`config.mk`:
```
export PLATFORM = sky130hd
export DESIGN_NAME = nerd_sprite_fetch
export DESIGN_NICKNAME = d
export VERILOG_FILES = /design/src/rtl/nerd_pkg.sv /design/src/rtl/nerd_anim_fsm.sv /design/src/rtl/nerd_sprite_fetch.sv
export SDC_FILE = /design/constraint.sdc
export NUM_CORES = 1
export LEC_CHECK = 0
export CORE_UTILIZATION = 50
export DETAILED_ROUTE_END_ITERATION = 6
export PLACE_DENSITY = 0.79
export RECOVER_POWER = 100
export SETUP_SLACK_MARGIN = 0.05
export SLEW_MARGIN = 25
export SYNTH_ARGS = -nofsm -noshare
export SYNTH_HDL_FRONTEND = slang
export SYNTH_SLANG_ARGS = --single-unit
```
`constraint.sdc`:
```
create_clock -name Clk -period 6.7 [get_ports Clk]
set_clock_uncertainty 0.15 [all_clocks]
set_input_delay 1.34 -clock Clk [delete_from_list [all_inputs] [get_ports Clk]]
set_output_delay 1.34 -clock Clk [all_outputs]
set_load 0.005 [all_outputs]
```
`src/rtl/nerd_pkg.sv`:
```
`default_nettype none
// +----------------------------------------------------------------------------+
// | nerd_pkg                                                                   |
// | Shared sprite geometry defaults, palette constants and animation states.  |
// | Revision: 1.0                                                              |
// +----------------------------------------------------------------------------+
package nerd_pkg;

  localparam int         SPRITE_W_DEF        = 32;
  localparam int         SPRITE_H_DEF        = 32;
  localparam logic [3:0] TRANSPARENT_IDX_DEF = 4'd5;
  localparam int         FRAME_COUNT         = 4;
  localparam logic [1:0] FRAME_LAST          = 2'(FRAME_COUNT - 1);

  typedef enum logic [1:0] {
    IDLE    = 2'd0,
    LOOP    = 2'd1,
    ONESHOT = 2'd2
  } anim_state_t;

endpackage
`default_nettype wire

```
`src/rtl/nerd_anim_fsm.sv`:
```
`default_nettype none
// +----------------------------------------------------------------------------+
// | nerd_anim_fsm                                                              |
// | Animation sequencer: frame_start divider plus IDLE/LOOP/ONESHOT control.  |
// | Revision: 1.0                                                              |
// +----------------------------------------------------------------------------+
module nerd_anim_fsm
  import nerd_pkg::*;
#(
  parameter int ANIM_DIV = 8
) (
  input  logic        clk,
  input  logic        rst,
  input  logic        i_frame_start,
  input  logic        i_anim_run,
  input  logic        i_trigger,
  output logic [1:0]  o_frame,
  output logic [1:0]  o_frame_next,
  output anim_state_t o_state
);

  localparam int               DIV_W      = (ANIM_DIV > 1) ? $clog2(ANIM_DIV) : 1;
  localparam logic [DIV_W-1:0] c_DIV_LAST = DIV_W'(ANIM_DIV - 1);

  anim_state_t      r_state, w_state_nxt;
  logic [DIV_W-1:0] r_div, w_div_nxt;
  logic [1:0]       r_frame, w_frame_nxt;
  logic             w_div_done;

  always_ff @(posedge clk) begin
    if (rst) begin
      r_state <= IDLE;
      r_div   <= '0;
      r_frame <= '0;
    end else begin
      r_state <= w_state_nxt;
      r_div   <= w_div_nxt;
      r_frame <= w_frame_nxt;
    end
  end

  // Trigger outranks everything, so a coincident frame_start is not counted.
  always_comb begin
    w_state_nxt = r_state;
    w_div_nxt   = r_div;
    w_frame_nxt = r_frame;
    w_div_done  = i_frame_start && (r_div == c_DIV_LAST);
    case (r_state)
      IDLE: begin
        w_div_nxt   = '0;
        w_frame_nxt = '0;
        if (i_trigger) begin
          w_state_nxt = ONESHOT;
        end else if (i_anim_run) begin
          w_state_nxt = LOOP;
        end
      end
      LOOP: begin
        if (i_trigger) begin
          w_state_nxt = ONESHOT;
          w_div_nxt   = '0;
          w_frame_nxt = '0;
        end else if (!i_anim_run) begin
          w_state_nxt = IDLE;
          w_div_nxt   = '0;
          w_frame_nxt = '0;
        end else if (i_frame_start) begin
          if (w_div_done) begin
            w_div_nxt   = '0;
            w_frame_nxt = r_frame + 2'd1;
          end else begin
            w_div_nxt = r_div + 1'b1;
          end
        end
      end
      ONESHOT: begin
        if (i_trigger) begin
          w_div_nxt   = '0;
          w_frame_nxt = '0;
        end else if (i_frame_start) begin
          if (w_div_done) begin
            w_div_nxt = '0;
            if (r_frame == FRAME_LAST) begin
              w_state_nxt = IDLE;
              w_frame_nxt = '0;
            end else begin
              w_frame_nxt = r_frame + 2'd1;
            end
          end else begin
            w_div_nxt = r_div + 1'b1;
          end
        end
      end
      default: begin
        w_state_nxt = IDLE;
        w_div_nxt   = '0;
        w_frame_nxt = '0;
      end
    endcase
  end

  assign o_frame      = r_frame;
  assign o_frame_next = w_frame_nxt;
  assign o_state      = r_state;

endmodule
`default_nettype wire

```
`src/rtl/nerd_sprite_fetch.sv`:
```
`default_nettype none
// +----------------------------------------------------------------------------+
// | nerd_sprite_fetch                                                          |
// | Sprite hit test, ROM address generation and 3-cycle palette index pipe.   |
// | Revision: 1.0                                                              |
// +----------------------------------------------------------------------------+
module nerd_sprite_fetch
  import nerd_pkg::*;
#(
  parameter int         SPRITE_W        = SPRITE_W_DEF,
  parameter int         SPRITE_H        = SPRITE_H_DEF,
  parameter int         ANIM_DIV        = 8,
  parameter logic [3:0] TRANSPARENT_IDX = TRANSPARENT_IDX_DEF,
  localparam int        COL_W           = $clog2(SPRITE_W),
  localparam int        ROW_W           = $clog2(SPRITE_H),
  localparam int        ADDR_W          = 2 + ROW_W + COL_W
) (
  input  logic              Clk,
  input  logic              Reset,
  input  logic              frame_start,
  input  logic              pix_valid,
  input  logic [9:0]        DrawX,
  input  logic [9:0]        DrawY,
  input  logic [9:0]        pos_x,
  input  logic [9:0]        pos_y,
  input  logic              enable,
  input  logic              flip_x,
  input  logic              anim_run,
  input  logic              trigger,
  output logic [ADDR_W-1:0] rom_addr,
  input  logic [3:0]        rom_data,
  output logic [3:0]        index,
  output logic              opaque,
  output logic              out_valid,
  output logic [1:0]        anim_frame,
  output logic [1:0]        anim_state
);

  localparam logic [10:0]      c_W11      = 11'(SPRITE_W);
  localparam logic [10:0]      c_H11      = 11'(SPRITE_H);
  localparam logic [COL_W-1:0] c_COL_LAST = COL_W'(SPRITE_W - 1);

  logic              r_sh_en, r_sh_flip;
  logic [9:0]        r_sh_x, r_sh_y;
  logic [1:0]        r_sh_frame;
  logic [1:0]        w_frame_next;
  anim_state_t       w_state;
  logic [COL_W-1:0]  w_dx, w_col;
  logic [ROW_W-1:0]  w_row;
  logic              w_in_x, w_in_y, w_hit;
  logic              r_hit1, r_hit2, r_val1, r_val2;
  logic [ADDR_W-1:0] r_rom_addr;
  logic [3:0]        r_index;
  logic              r_opaque, r_out_valid;

  nerd_anim_fsm #(
    .ANIM_DIV (ANIM_DIV)
  ) u_anim (
    .clk          (Clk),
    .rst          (Reset),
    .i_frame_start(frame_start),
    .i_anim_run   (anim_run),
    .i_trigger    (trigger),
    .o_frame      (anim_frame),
    .o_frame_next (w_frame_next),
    .o_state      (w_state)
  );

  // Upper bounds are compared in 11 bits so a sprite near 1023 clips instead of wrapping.
  assign w_in_x = (DrawX >= r_sh_x) && ({1'b0, DrawX} < ({1'b0, r_sh_x} + c_W11));
  assign w_in_y = (DrawY >= r_sh_y) && ({1'b0, DrawY} < ({1'b0, r_sh_y} + c_H11));
  assign w_hit  = pix_valid && r_sh_en && w_in_x && w_in_y;
  assign w_dx   = COL_W'(DrawX - r_sh_x);
  assign w_row  = ROW_W'(DrawY - r_sh_y);
  assign w_col  = r_sh_flip ? (c_COL_LAST - w_dx) : w_dx;

  always_ff @(posedge Clk) begin
    if (Reset) begin
      r_sh_en     <= 1'b0;
      r_sh_flip   <= 1'b0;
      r_sh_x      <= '0;
      r_sh_y      <= '0;
      r_sh_frame  <= '0;
      r_rom_addr  <= '0;
      r_hit1      <= 1'b0;
      r_hit2      <= 1'b0;
      r_val1      <= 1'b0;
      r_val2      <= 1'b0;
      r_index     <= '0;
      r_opaque    <= 1'b0;
      r_out_valid <= 1'b0;
    end else begin
      // The frame is latched with the geometry so the picture never tears.
      if (frame_start) begin
        r_sh_en    <= enable;
        r_sh_flip  <= flip_x;
        r_sh_x     <= pos_x;
        r_sh_y     <= pos_y;
        r_sh_frame <= w_frame_next;
      end
      if (w_hit) begin
        r_rom_addr <= {r_sh_frame, w_row, w_col};
      end
      r_hit1      <= w_hit;
      r_val1      <= pix_valid;
      r_hit2      <= r_hit1;
      r_val2      <= r_val1;
      r_index     <= r_hit2 ? rom_data : 4'd0;
      r_opaque    <= r_hit2 && (rom_data != TRANSPARENT_IDX);
      r_out_valid <= r_val2;
    end
  end

  assign rom_addr   = r_rom_addr;
  assign index      = r_index;
  assign opaque     = r_opaque;
  assign out_valid  = r_out_valid;
  assign anim_state = w_state;

endmodule
`default_nettype wire

```
Word level (Yosys, flattened, before mapping)
Index checks and enable logic that the tools add are counted.
{"block": "classes", "add_sub_neg": 7, "n_lt_le_gt_ge": 4, "eq_ne": 11, "n_mux": 25, "bitwise": 1, "n_reduce_logical": 10}
{"cell": "$mux W2", "count": 16}
{"cell": "$add A10 B6 Y11 const B", "count": 2}
{"cell": "$lt A10 B11 Y1", "count": 2}
{"cell": "$ge A10 B10 Y1", "count": 2}
{"cell": "$mux W3", "count": 5}
{"cell": "$sub A5 B5 Y5", "count": 2}
{"cell": "$logic_and A1 B1 Y1", "count": 7}
{"cell": "$ne A3 B3 Y1 const B", "count": 2}
{"cell": "$pmux W2 S3", "count": 1}
{"cell": "$pmux W3 S2", "count": 1}
{"cell": "$reduce_and A6 Y1", "count": 1}
{"cell": "$mux W5", "count": 1}
{"cell": "$sub A5 B5 Y5 const A", "count": 1}
{"cell": "$eq A2 B2 Y1 const B", "count": 2}
{"cell": "$ne A2 B1 Y1 const B", "count": 2}
{"cell": "$ne A2 B2 Y1 const B", "count": 2}
{"cell": "$ne A4 B3 Y1 const B", "count": 1}
{"cell": "$pmux W2 S2", "count": 1}
{"cell": "$add A3 B1 Y3 const B", "count": 1}
{"cell": "$eq A3 B3 Y1 const B", "count": 1}
{"cell": "$add A2 B1 Y2 const B", "count": 1}
{"cell": "$eq A2 B1 Y1 const B", "count": 1}
{"cell": "$logic_not A2 Y1", "count": 1}
{"cell": "$reduce_or A2 Y1", "count": 1}
{"cell": "$not A1 Y1", "count": 1}
{"block": "word_totals", "ff_bits": 53, "out_inout_bits": 22}

Logic depth before layout (Yosys ltp)
Gate-level depths: netlist of run 1.
{"block": "depth", "word_depth": 7, "depth_mapped": 11, "mapped_depth_nobuf": 10}

Cells and area by module
A second synthesis of run 1 with hierarchy kept.
{"block": "hier_totals", "cells_unflattened": 344, "area_unflattened_um2": 3163.0}
{"module": "nerd_sprite_fetch", "n_inst": 1, "cells_each": 296, "area_per_inst_um2": 2721.4, "seq_area_each_um2": 920.9}
{"module": "nerd_anim_fsm", "n_inst": 1, "cells_each": 48, "area_per_inst_um2": 441.7, "seq_area_each_um2": 140.1}

Worst setup path before layout of run 1
OpenSTA, ideal clock, no wires.
{"block": "synth_timing", "path_type": "in2reg", "startpoint": "input DrawY[9]", "endpoint": "register r_rom_addr[5], in the netlist rom_addr[5]", "arrival_ps": 3014, "setup_slack_ps": 3403, "path_stages": 7, "n_path_buf": 0, "cell_sequence": "ha_1 -> and2_4 -> a221o_1 -> a221o_1 -> nand3b_1 -> nor3_4 -> a211oi_1"}
{"block": "synth_via", "elab_chain_cells": 3, "word_cells_on_any_way": 4, "classes_between": "order compare (2); reduce/logical (2)"}
{"element": "start, declared", "line": "nerd_sprite_fetch.sv:23", "source": "input logic [9:0] DrawY,"}
{"element": "$lt A10 B11 Y1 or $ge A10 B10 Y1 (tied branches)", "line": "nerd_sprite_fetch.sv:71", "source": "assign w_in_y = (DrawY >= r_sh_y) && ({1'b0, DrawY} < ({1'b0, r_sh_y} + c_H11));"}
{"element": "$logic_and A1 B1 Y1 *", "line": "nerd_sprite_fetch.sv:71"}
{"element": "$logic_and A1 B1 Y1 *", "line": "nerd_sprite_fetch.sv:72", "source": "assign w_hit = pix_valid && r_sh_en && w_in_x && w_in_y;"}
{"element": "end signal, assigned", "line": "nerd_sprite_fetch.sv:102", "source": "r_rom_addr <= {r_sh_frame, w_row, w_col};"}
{"element": "end, declared", "line": "nerd_sprite_fetch.sv:52", "source": "logic [ADDR_W-1:0] r_rom_addr;"}
Every way passes the cells marked *; elsewhere a longest branch is shown, timed or not.
A chain may end at the register's enable or synchronous reset.

Final worst setup path of run 1
{"block": "layout_timing", "startpoint": "input DrawX[0]", "endpoint": "register r_rom_addr[8], in the netlist rom_addr[8]"}
{"block": "layout_via", "elab_chain_cells": 4, "word_cells_on_any_way": 5, "classes_between": "order compare (2); reduce/logical (3)"}
{"element": "start, declared", "line": "nerd_sprite_fetch.sv:22", "source": "input logic [9:0] DrawX,"}
{"element": "$lt A10 B11 Y1 or $ge A10 B10 Y1 (tied branches)", "line": "nerd_sprite_fetch.sv:70", "source": "assign w_in_x = (DrawX >= r_sh_x) && ({1'b0, DrawX} < ({1'b0, r_sh_x} + c_W11));"}
{"element": "$logic_and A1 B1 Y1 *", "line": "nerd_sprite_fetch.sv:70"}
{"element": "$logic_and A1 B1 Y1 * (2 in a row)", "line": "nerd_sprite_fetch.sv:72"}
Marks and branches as above.

==> out/metrics.cfg, run 1 <==
[run_status]
status=finished, violations left
violations=capacitance limit, slew limit

[pwr]
p_leak_nw=1.71
powerDensity_nw_per_um2=171
power_mw=0.676
ir_drop_v=0.0000974

[synth]
synth_seq_cells=53
syn_area_um2=3120
syn_avg_cell_area_um2=9.36
synth_fp_nets=425
synth_area_leaders=dfxtp_1 (34%), ha_1 (15%), mux2i_1 (8.7%)
synth_cell_type_count=50
synth_async_sr_flop_share_pct=0
yosysTopAreaCell=dfxtp_1
synth_top_area_share_pct=34.0
yosysWarnings=0
syn_inst=333
synth_edf_count=0
ys_seq_area_share_pct=34.0
synthFlopType=dfxtp_1

[setup_path]
cpMaxStageDelayCell=dlygate4sd3_1
cp-end-kind=flip-flop
r2r_slack_ps=3680
cp_cell_sequence=dlygate4sd3_1, inv_1, ha_1, fa_1, nand2b_1, a21oi_1, o21ai_0, o211ai_1, nand3_2, mux2_2
worstSetupPathType=primary input to flip-flop
crit_cells=10
cp-start-kind=primary input
r2r.worst_path.cells=10
arrival_ps=3950
crit_end=rom_addr[8]
rr_startpoint=r_sh_y[5]
r2r_end=rom_addr[3]
cp_top_family=compound AO/OA/AOI/OAI gates
critPathRequiredTime_ps=6750
cpPeakStageDelay_ps=520
crit_buf_inv=2
critPathLaunch=DrawX[0]
crit_fanout=11

[clock_network]
cts_max_level=2
cts_tree=built
post_cts_buffers=0
postCtsResizedCells=0
clock_path_buffers=2
cts.clk_slew.worst_paths_ps=90
clk_latency_ps=310
cts.sinks=53
cts_hold_repair.buffers=0
numCtsBuffers=5
cts_root_buffer=clkbuf_8

[global_routing]
grt_first_pass_wirelength_mm=10.2
grt_usage_pct=19.9
gr-usage-met2_pct=34.8
grt_pass1_vias=2385
grt_overflow=0
grt_util_met3_pct=2.70
use_met1_pct=25.3
antenna_found_initial=0
grt_max_degree=49
busiest_layer=met2

[timing]
rsz0062_at_grt=false
relSlewSlack_pct=-35.5
finalMaxSlewViolations=49
max_freq_mhz=257
worst_slew_pin_slew_ps=2030
layout_min_cycle_time_ps=3900
hold_viol_final=0
setup_tns_ps=0
fin_crit_sh_pct=58.2
hold_ws_ps=296
setup_ws_ps=2800
setup_violations=0

[route]
wl_per_cell_um=12.9
drt_iter0_markers=91
firstDrtPassIters=4
viasPerCell=5.35
totalWireLength_mm=6.16
drcViolationCount=0
ant_nets=0
vias=2557

[placement]
portBuffers=73
dpl_worst_slack_ps=2580
dp_cells=470
gp_congestion=0.824
hpwl_mm=4.78

[floorplan]
dieArea_um2=6560
core_um2=5960
die_x_um=81.0
start_util_pct=52.4
fp-row-count=28
ioPinCount=74
chipHeight_um=81.0

[final_layout]
diodes=0
area_growth_pct=26.9
layout-drive-gt1-share_pct=4.22
nets=494
n_fill_cell=534
final_cell_mix=dfxtp_1 (53), clkdlybuf4s50_1 (48), ha_1 (38), nor2_1 (33), inv_1 (28)
fin_cells=478
layout_commonest_cell=dfxtp_1

[flow_run]
maxCapViolCount=1

[hold_path]
hold_class=flip-flop to flip-flop
holdPathStages=1

area by class of cell:
class	count	area, um^2	share of cell area [%]
inverters	28	105	2.66
multi-input cells	240	1880	47.5
repair buffers	74	729	18.4
clock inverters	2	15.0	0.379
well taps	75	93.8	2.37
clock buffers	6	72.6	1.83
flip-flops and latches	53	1060	26.8
sequential cells by signal, summed over array words and instances, names as in the netlist:
name,flops
r_val1,1
r_sh_en,1
r_sh_frame,2
out_valid,1
index,4
r_sh_y,10
r_sh_flip,1
u_anim.r_div,3
r_sh_x,10
rom_addr,12
u_anim.o_state,2
u_anim.o_frame,2
r_hit1,1
opaque,1
r_hit2,1
r_val2,1
report_power, final:
part	internal (mW)	total, mW	switching (mW)
logic	0.0843	0.162	0.0777
clock network	0.0738	0.180	0.106
registers	0.326	0.335	0.00937
logic make-up (layout without fill, tap and decap cells):
group | Yosys count | after routing | synth area share (%)
compound gates | 61 | 61 | 13.3
mux | 28 | 28 | 9.03
buf+inv | 40 | 110 | 5.66
xor+xnor | 18 | 18 | 5.06
simple gates | 93 | 93 | 16.4
fa+ha+maj | 40 | 40 | 16.5
flops | 53 | 53 | 34.0
per-layer routing:
layer	up-vias	share of wire, %
li1	1315	-
met1	1177	47
met2	60	48
met3	5	4.1
met4	0	0.75
met5	-	0
worst register-to-register path: cells and delay by family (launching register included):
kind | cells | cell delay [ps]
AO/OA/AOI/OAI | 3 | 710
AND/OR/NAND/NOR | 4 | 900
flip-flops | 1 | 420
XOR/XNOR | 1 | 140
adder cells (fa/ha/maj) | 2 | 500
cell usage after synthesis (2+ instances only):
cell type  number
nand2_1         9
xnor2_1        16
nor2b_1         7
buf_6           2
nand4b_1        4
clkbuf_1        5
fa_1            2
dfxtp_1        53
buf_1           3
nor2_1         33
a21oi_1        21
o21ai_0         3
and2_1          4
nand3b_1        5
inv_1          28
o31ai_1         5
and3_1          4
a211oi_1        7
nand2b_1        5
a21o_1          5
a221o_1         3
nand3_1         6
nor3_1          2
a31oi_1         5
mux2i_1        27
nand4_1         7
xor2_1          2
ha_1           38
through the flow:
step / instance area [um^2] / util (%)
4_1_cts: 3960 / 66.5
5_1_grt: 3960 / 66.4
6_report: 3960 / 66.4
3_3_place_gp: 3870 / 65.0
3_5_place_dp: 3870 / 65.0
2_1_floorplan: 3120 / -
worst min path at each step:
stage	end	slack [ps]	from
after floorplan	out_valid	260	r_val2
after global placement	out_valid	270	r_val2
after detailed placement	r_hit2	280	r_hit1
after CTS	r_hit2	300	r_hit1
after global routing	r_val2	310	r_val1
final	r_hit2	300	r_hit1
(Power assumes the default switching activity.)
==> run 2, diff against run 1 <==
CORE_UTILIZATION = 45   (was 50)
PLACE_DENSITY = 0.75   (was 0.79)
clock period = 3.38 ns   (was 6.7 ns; I/O delays follow)
==> run 2 against run 1 <==
  * The flow now finishes without violations
  * Via count decreased by 0.23%
  * Non-clock buffer count increased by 6
  * Combinational power increased by 110%
  * Cell area increased by 1.5%
  * Worst setup slack got worse by 2500 ps
  * Critical endpoint is now r_sh_frame[1]
==> out/metrics.cfg, run 2 (synthesis results as in run 1) <==
[clock_network]
clk_latency_ps=310
cts_max_level=2
cts_root_buffer=clkbuf_8
cts.clk_slew.worst_paths_ps=100
cts.sinks=53
cts_tree=built
clock_path_buffers=2
postCtsResizedCells=0
numCtsBuffers=5
cts_hold_repair.buffers=0
post_cts_buffers=0

[global_routing]
grt_first_pass_wirelength_mm=10.9
antenna_found_initial=0
grt_pass1_vias=2450
grt_overflow=0
grt_max_degree=39
grt_usage_pct=18.9

[final_layout]
final_cell_mix=dfxtp_1 (53), clkdlybuf4s50_1 (49), ha_1 (38), nor2_1 (33), inv_1 (28)
diodes=0
layout-drive-gt1-share_pct=5.38
fin_cells=486
largest_register_ffs=12
layout_commonest_cell=dfxtp_1
area_growth_pct=28.8
utilization_pct=61.5
final_cell_area_um2=4020
nets=500

[setup_path]
crit_buf_inv=2
critPathRequiredTime_ps=3390
cp_cell_sequence=dlygate4sd3_1, dlymetal6s4s_1, nor3_1, nand2_1, o21ai_0
cp-end-kind=flip-flop
r2r_slack_ps=350
cpMaxStageDelayCell=dlymetal6s4s_1
crit_fanout=38
worstSetupPathType=primary input to flip-flop
r2r_end=rom_addr[5]
cp_top_family=buffers and inverters
rr_startpoint=r_sh_y[5]
cp-start-kind=primary input
arrival_ps=3070
r2r.worst_path.cells=10
cpPeakStageDelay_ps=1170

[placement]
placed_cell_area_um2=3930
dp_cells=478
gp_congestion=0.808
dpl_worst_slack_ps=107
portBuffers=73
hpwl_mm=5.22

[floorplan]
core_um2=6530
ioPinCount=74
start_util_pct=47.7
fp-row-count=29
die_x_um=85.2
dieArea_um2=7270
chipHeight_um=85.2

[hold_path]
hold_class=flip-flop to flip-flop
worst_hold_path.endpoint=r_hit2
hold_start=r_hit1
holdPathStages=1

[timing]
hold_ws_ps=301
relSlewSlack_pct=8.23
hold_viol_final=0
layout_min_cycle_time_ps=3060
finalMaxSlewViolations=0
setup_violations=0
max_freq_mhz=327
rsz0062_at_grt=false
setup_ws_ps=320
worst_slew_pin_slew_ps=1380
fin_crit_sh_pct=90.5
setup_tns_ps=0

[route]
firstDrtPassIters=6
wl_per_cell_um=13.3
ant_nets=0
viasPerCell=5.25
totalWireLength_mm=6.48
vias=2551
drcViolationCount=0
drt_iter0_markers=90

[pwr]
p_leak_nw=1.76
ir_drop_v=0.000170
combPwrFrac_pct=24.5
switching_share_pct=29.0
p_seq_share_pct=48.5
switchingPower_mw=0.397
powerDensity_nw_per_um2=341
p_int_mw=0.971
p_clk_share_pct=27.0
power_mw=1.37

[run_status]
status=completed

[flow_run]
maxCapViolCount=0

-- run 2: metal layers --
layer  vias up  track usage (%)  wire, um
met5         -                0         0
met4         0             4.93        63
met3         6             3.40       251
met2        62             32.2      3030
met1      1163             24.5      3130
li1       1320                -         -
-- run 2: final cells by class --
class,instances,area (um^2)
multi-input combinational,240,1880
timing repair buffer,80,778
clock inverter,3,25.0
clock buffer,5,68.8
tap,77,96.3
inverter,28,105
sequential,53,1060
fill,588,2520
-- run 2: how the worst max path moves through the flow --
stage / startpoint / endpoint / depth (start not counted)
floorplan: r_sh_y[5] / rom_addr[5] / 10
global placement: DrawY[9] / rom_addr[6] / 8
detailed placement: DrawY[9] / rom_addr[3] / 8
CTS: r_sh_y[5] / rom_addr[3] / 10
global route: Reset / r_sh_frame[1] / 5
finish: Reset / r_sh_frame[1] / 5
-- run 2: power groups by stage --
stage	clock network, mW	logic [mW]	registers, mW
after floorplan	0	0.217	0.673
after global placement	0	0.330	0.677
after detailed placement	0	0.338	0.678
after CTS	0.383	0.340	0.664
after global routing	0.412	0.375	0.667
final	0.370	0.335	0.663
==> edit 1, RTL diff (settings of run 2) <==
Set the package constant `SPRITE_H_DEF` to 64 (it was 32).
--- a/src/rtl/nerd_pkg.sv
+++ b/src/rtl/nerd_pkg.sv
@@ -9,3 +9,3 @@
   localparam int         SPRITE_W_DEF        = 32;
-  localparam int         SPRITE_H_DEF        = 32;
+  localparam int         SPRITE_H_DEF        = 64;
   localparam logic [3:0] TRANSPARENT_IDX_DEF = 4'd5;
Ports: changed (resized rom_addr); port bits go from 74 to 75. No check against the original RTL was run, so the function may have changed too.
==> edit 1 against run 2 <==
Routed wire length increased by 6.1%. Power increased by 7.4%. Maximum frequency decreased by 5.4%. Register-to-register slack improved by 0.32 ns. Setup slack got worse by 0.18 ns. Final area increased by 3.9%. Non-clock buffer count increased by 6. Sequential share of layout area decreased by 0.52 points. Clock power increased by 23%. Utilization decreased by 0.39 points. Synthesized area increased by 2.1%. Sequential cell count increased by 1. Count of clock-buffer cells in the layout unchanged. Critical path type unchanged. Critical endpoint is now rom_addr[9]$_SDFFE_PP0P_. Largest power group unchanged.
==> edit 1: results (changes against run 2) <==
- Status: finished, final reports clean
- Setup bufs post-CTS: 0 (unchanged)
- Final nets: 521 (+4.2%)
- M2 GR Usage: 35.71% (+3.5 points)
- Peak supply drop: 0.2928 mV (+72%)
- First DRT Iteration DRCs: 126 (+40%)
- Ant. Diodes: 0 (unchanged)
- Worst-path fanout max: 3 (-92%)
- Vias in the first global route: 2685 (+9.6%)
- Routed wire per std cell: 13.04 µm (-2.2%)
- Max stage delay on crit path: 0.47 ns (-0.70 ns)
- Worst path slowest cell: clkdlybuf4s50_1
- Clock Latency Late Sink: 0.31 ns (about the same)
- Relative slew slack: 43.75% (+36 points)
- Layout cell share with drive strength beyond 1: 6.497% (+1.1 points)
- I/O Buffers: 74 (+1.4%)
- Synth Area in XOR/XNOR: 4.126% (-0.93 points)
- CTS root buffer: clkbuf_8
- Syn_nets: 441 (+3.8%)
- Delay-heaviest family, CP: compound AO/OA/AOI/OAI gates
- Total GRT Usage: 20.18% (+1.3 points)
- Sequential-to-total area share from yosys stat: 33.95% (-0.080 points)
- Top cells by area, synth: dfxtp_1 34%, ha_1 15%, mux2i_1 7.5%
- Max_cap viols: 0 (unchanged)
- Critical Path Start: DrawY[0]
- Synth top cells by count: 54 x dfxtp_1, 37 x ha_1, 35 x nor2_1
- Largest net degree at the start of global routing: 27 (-31%)
- CTS max path bufs: 2 (unchanged)
- Pre-antenna DRT Iters: 4 (-2)
- Filler instances: 626 (+6.5%)
- P_leak: 1.781 nW (+1.3%)
- Dpl hpwl: 5476 µm (+4.9%)
- Synth cell types: 49 (-2.0%)
- GR Util met3: 3.754% (+0.35 points)
- Worst R2R Start: r_sh_x[5]$_SDFFE_PP0P_
- Post-synthesis adder-cell area fraction: 15.80% (-0.74 points)
- Post-CTS sizing: 0 (unchanged)
- Routability cong.: 0.8290 (+2.6%)
- Largest register FFs: 13 (+1)
- Hold WC Path Type: reg -> reg
- Vias per inst: 5.235 (-0.26%)
- Htree depth: 2 (unchanged)
- Critical Path AT: 3.29 ns (+0.22 ns)
- Compound-gate portion of the synthesized area: 15.21% (+1.9 points)
- First-pass GRT wire length: 11810 µm (+7.9%)
- Hold Crit Start: r_val1$_SDFF_PP0_
- Met1 GRT Util: 24.29% (-0.25 points)
- Syn. warnings: 0 (unchanged)
- Clock transition at path regs: 0.10 ns (about the same)
- Psw: 409.6 µW (+3.3%)
- Mux cell area share after synthesis: 8.841% (-0.19 points)
==> edit 1: through the flow <==
stage	total power, mW	instance area [µm²]	setup slack, ns	instances	util, %
after floorplan	0.8994	3184	0.4129	350	-
after global placement	1.024	4079	-0.002553	519	59.71
after detailed placement	1.034	4079	-0.04486	519	59.71
after CTS	1.488	4197	0.2741	527	61.43
after global routing	1.556	4173	0.04059	527	61.08
final	1.469	4173	0.1446	527	61.08
==> edit 1: final timing paths <==
| path | to | slack (ns) | cells after the start |
|---|---|---|---|
| setup / recovery | rom_addr[9]$_SDFFE_PP0P_ | 0.14 | 10 |
| hold / removal | r_val2$_SDFF_PP0_ | 0.30 | 1 |
| setup reg to reg | rom_addr[9]$_SDFFE_PP0P_ | 0.67 | 10 |
| hold reg to reg | r_val2$_SDFF_PP0_ | 0.30 | 1 |
==> edit 1: routing by layer <==
layer,share of wire (%),vias up
li1,-,1401
met1,45,1273
met2,49,74
met3,4.8,11
met4,1.7,0
met5,0,-
==> edit 1: power groups by stage <==
stage	clock network [mW]	logic [mW]	registers (mW)
4_1_cts	0.467	0.346	0.676
3_5_place_dp	0	0.343	0.691
5_1_grt	0.495	0.381	0.680
2_1_floorplan	0	0.214	0.685
6_report	0.455	0.338	0.675
3_3_place_gp	0	0.334	0.690
==> edit 1: cell type report <==
| cell class | count | area, µm² | share of cell area [%] |
|---|---|---|---|
| Clock inverter | 3 | 48.80 | 1.169 |
| Inverter | 32 | 120.1 | 2.879 |
| Tap cell | 96 | 120.1 | 2.879 |
| Sequential cell | 54 | 1081 | 25.91 |
| Clock buffer | 5 | 68.82 | 1.649 |
| Multi-Input combinational cell | 251 | 1918 | 45.97 |
| Timing Repair Buffer | 86 | 815.8 | 19.55 |
==> edit 1: kinds of logic (layout without fill, tap and decap cells) <==
group,Yosys count,count (layout)
XOR/XNOR,15,15
buffers and inverters,45,126
flip-flops,54,54
AO/OA/AOI/OAI,71,71
adder cells (fa/ha/maj),39,39
multiplexers,27,27
AND/OR/NAND/NOR,99,99
==> edit 1: worst register-to-register path: cells and delay by family (launching register included) <==
kind	cells	cell delay, ns
compound gates	3	0.56
xor+xnor	1	0.14
mux	1	0.36
fa+ha+maj	2	0.52
simple gates	3	0.46
flops	1	0.42
==> edit 2, RTL diff (settings of run 2) <==
Without the edit above. Add an input register stage for `DrawX`, with the module's reset; this delays it by one clock. The other inputs are not delayed to match.
--- a/src/rtl/nerd_sprite_fetch.sv
+++ b/src/rtl/nerd_sprite_fetch.sv
@@ -42,2 +42,12 @@
 
+  logic [9:0] DrawX_q;
+
+  always_ff @(posedge Clk) begin
+    if (Reset) begin
+      DrawX_q <= '0;
+    end else begin
+      DrawX_q <= DrawX;
+    end
+  end
+
   logic              r_sh_en, r_sh_flip;
@@ -69,6 +79,6 @@
   // Upper bounds are compared in 11 bits so a sprite near 1023 clips instead of wrapping.
-  assign w_in_x = (DrawX >= r_sh_x) && ({1'b0, DrawX} < ({1'b0, r_sh_x} + c_W11));
+  assign w_in_x = (DrawX_q >= r_sh_x) && ({1'b0, DrawX_q} < ({1'b0, r_sh_x} + c_W11));
   assign w_in_y = (DrawY >= r_sh_y) && ({1'b0, DrawY} < ({1'b0, r_sh_y} + c_H11));
   assign w_hit  = pix_valid && r_sh_en && w_in_x && w_in_y;
-  assign w_dx   = COL_W'(DrawX - r_sh_x);
+  assign w_dx   = COL_W'(DrawX_q - r_sh_x);
   assign w_row  = ROW_W'(DrawY - r_sh_y);
Function: changed (a bounded check fails within 4 cycles, from zero or initial values and one cycle with Reset high).
==> edit 2 against run 2 <==
Synthesized area up 9.4%. Non-clock buffer count shrank 5. Routed wire length increased by 9.5%. Largest power group unchanged. Power rose by 37%. Sequential share of layout area rose by 2.1 points. Largest cell class unchanged. Setup slack worse by 0.029 ns. Synthesized cell count rose by 8.7%. Sequential cell count up 10. Final area up 10%. Die area grew 9.2%. Utilization down 0.80 points. The run now ends with max-capacitance violations, max-slew violations left.
==> edit 2: results (changes against run 2) <==
- Routability cong.: 0.8688 (+7.5%)
- Filler instances: 672 (+14%)
- Largest net degree at the start of global routing: 49 (+26%)
- Final nets: 529 (+5.8%)
- Detailed-routed wire length on met2: 3383 µm (+12%)
- Htree depth: 3 (+1)
- P_leak: 1.959 nW (+11%)
- Final std cells w/o fill: 540 (+11%)
- Worst path slowest cell: dlygate4sd3_1
- Critical Path AT: 3.16 ns (+0.09 ns)
- Gate count after technology mapping: 362 (+8.7%)
- Total GRT Usage: 19.58% (+0.72 points)
- Total CTS buffers: 9 (+4)
- Max_cap viols: 1 (+1)
- Dpl ws: 0.02720 ns (-0.07968 ns)
- First DRT Iteration DRCs: 89 (-1.1%)
- Post-synthesis adder-cell area fraction: 15.11% (-1.4 points)
- Met1 GRT Util: 23.17% (-1.4 points)
- Comb pwr share: 18.0% (-6.5 points)
- Status: finished with violations
- Ant. Diodes: 0 (unchanged)
- Clock transition at path regs: 0.07 ns (-0.03 ns)
- Synth Area in XOR/XNOR: 4.622% (-0.43 points)
- Peak supply drop: 0.2512 mV (+47%)
- Syn_nets: 454 (+6.8%)
- Delay-heaviest family, CP: adder cells
- Synth top cells by count: 63 x dfxtp_1, 39 x nor2_1, 38 x ha_1
- Wire length on met1: 3240 µm (+3.5%)
- Vias per inst: 5.007 (-4.6%)
- Mux cell area share after synthesis: 10.86% (+1.8 points)
- WL final: 7091 µm (+9.5%)
- Worst-path fanout max: 8 (-79%)
- Final Slew Violations: 49 (+49)
- Failing checks: max-capacitance violations, max-slew violations
- Clock Power Share: 39.6% (+13 points)
- Compound-gate portion of the synthesized area: 10.67% (-2.6 points)
- Dpl cell area: 4218 µm² (+7.2%)
- Max stage delay on crit path: 0.52 ns (-0.65 ns)
- Layout cell share with drive strength beyond 1: 5.215% (-0.16 points)
- Switching portion of total power: 24.30% (-4.7 points)
- Dpl hpwl: 5347 µm (+2.4%)
- First-pass GRT wire length: 11710 µm (+7.0%)
- CTS root buffer: clkbuf_8
- Vias in the first global route: 2672 (+9.1%)
- M2 GR Usage: 34.41% (+2.2 points)
- Clock Latency Late Sink: 0.34 ns (+0.03 ns)
- Synth cell types: 46 (-8.0%)
- FFs w/ async S/R, synth: 0% (unchanged)
[edit 2: cell type report]
type | count | area, µm² | area share (%)
Tap cell | 99 | 123.9 | 2.800
Timing Repair Buffer | 75 | 730.7 | 16.52
Clock buffer | 12 | 165.2 | 3.733
Sequential cell | 63 | 1261 | 28.51
Clock inverter | 3 | 65.06 | 1.471
Multi-Input combinational cell | 259 | 1969 | 44.51
Inverter | 29 | 108.9 | 2.460
[edit 2: worst paths after layout]
path                         startpoint  slack (ns)  cells past startpoint                       end
hold / removal        r_val2$_SDFF_PP0_        0.29                      1      out_valid$_SDFF_PP0_
setup reg to reg  DrawX_q[0]$_SDFF_PP0_        0.58                      9  rom_addr[0]$_SDFFE_PP0P_
setup / recovery               DrawY[0]        0.29                     10  rom_addr[0]$_SDFFE_PP0P_
hold reg to reg       r_val2$_SDFF_PP0_        0.29                      1      out_valid$_SDFF_PP0_
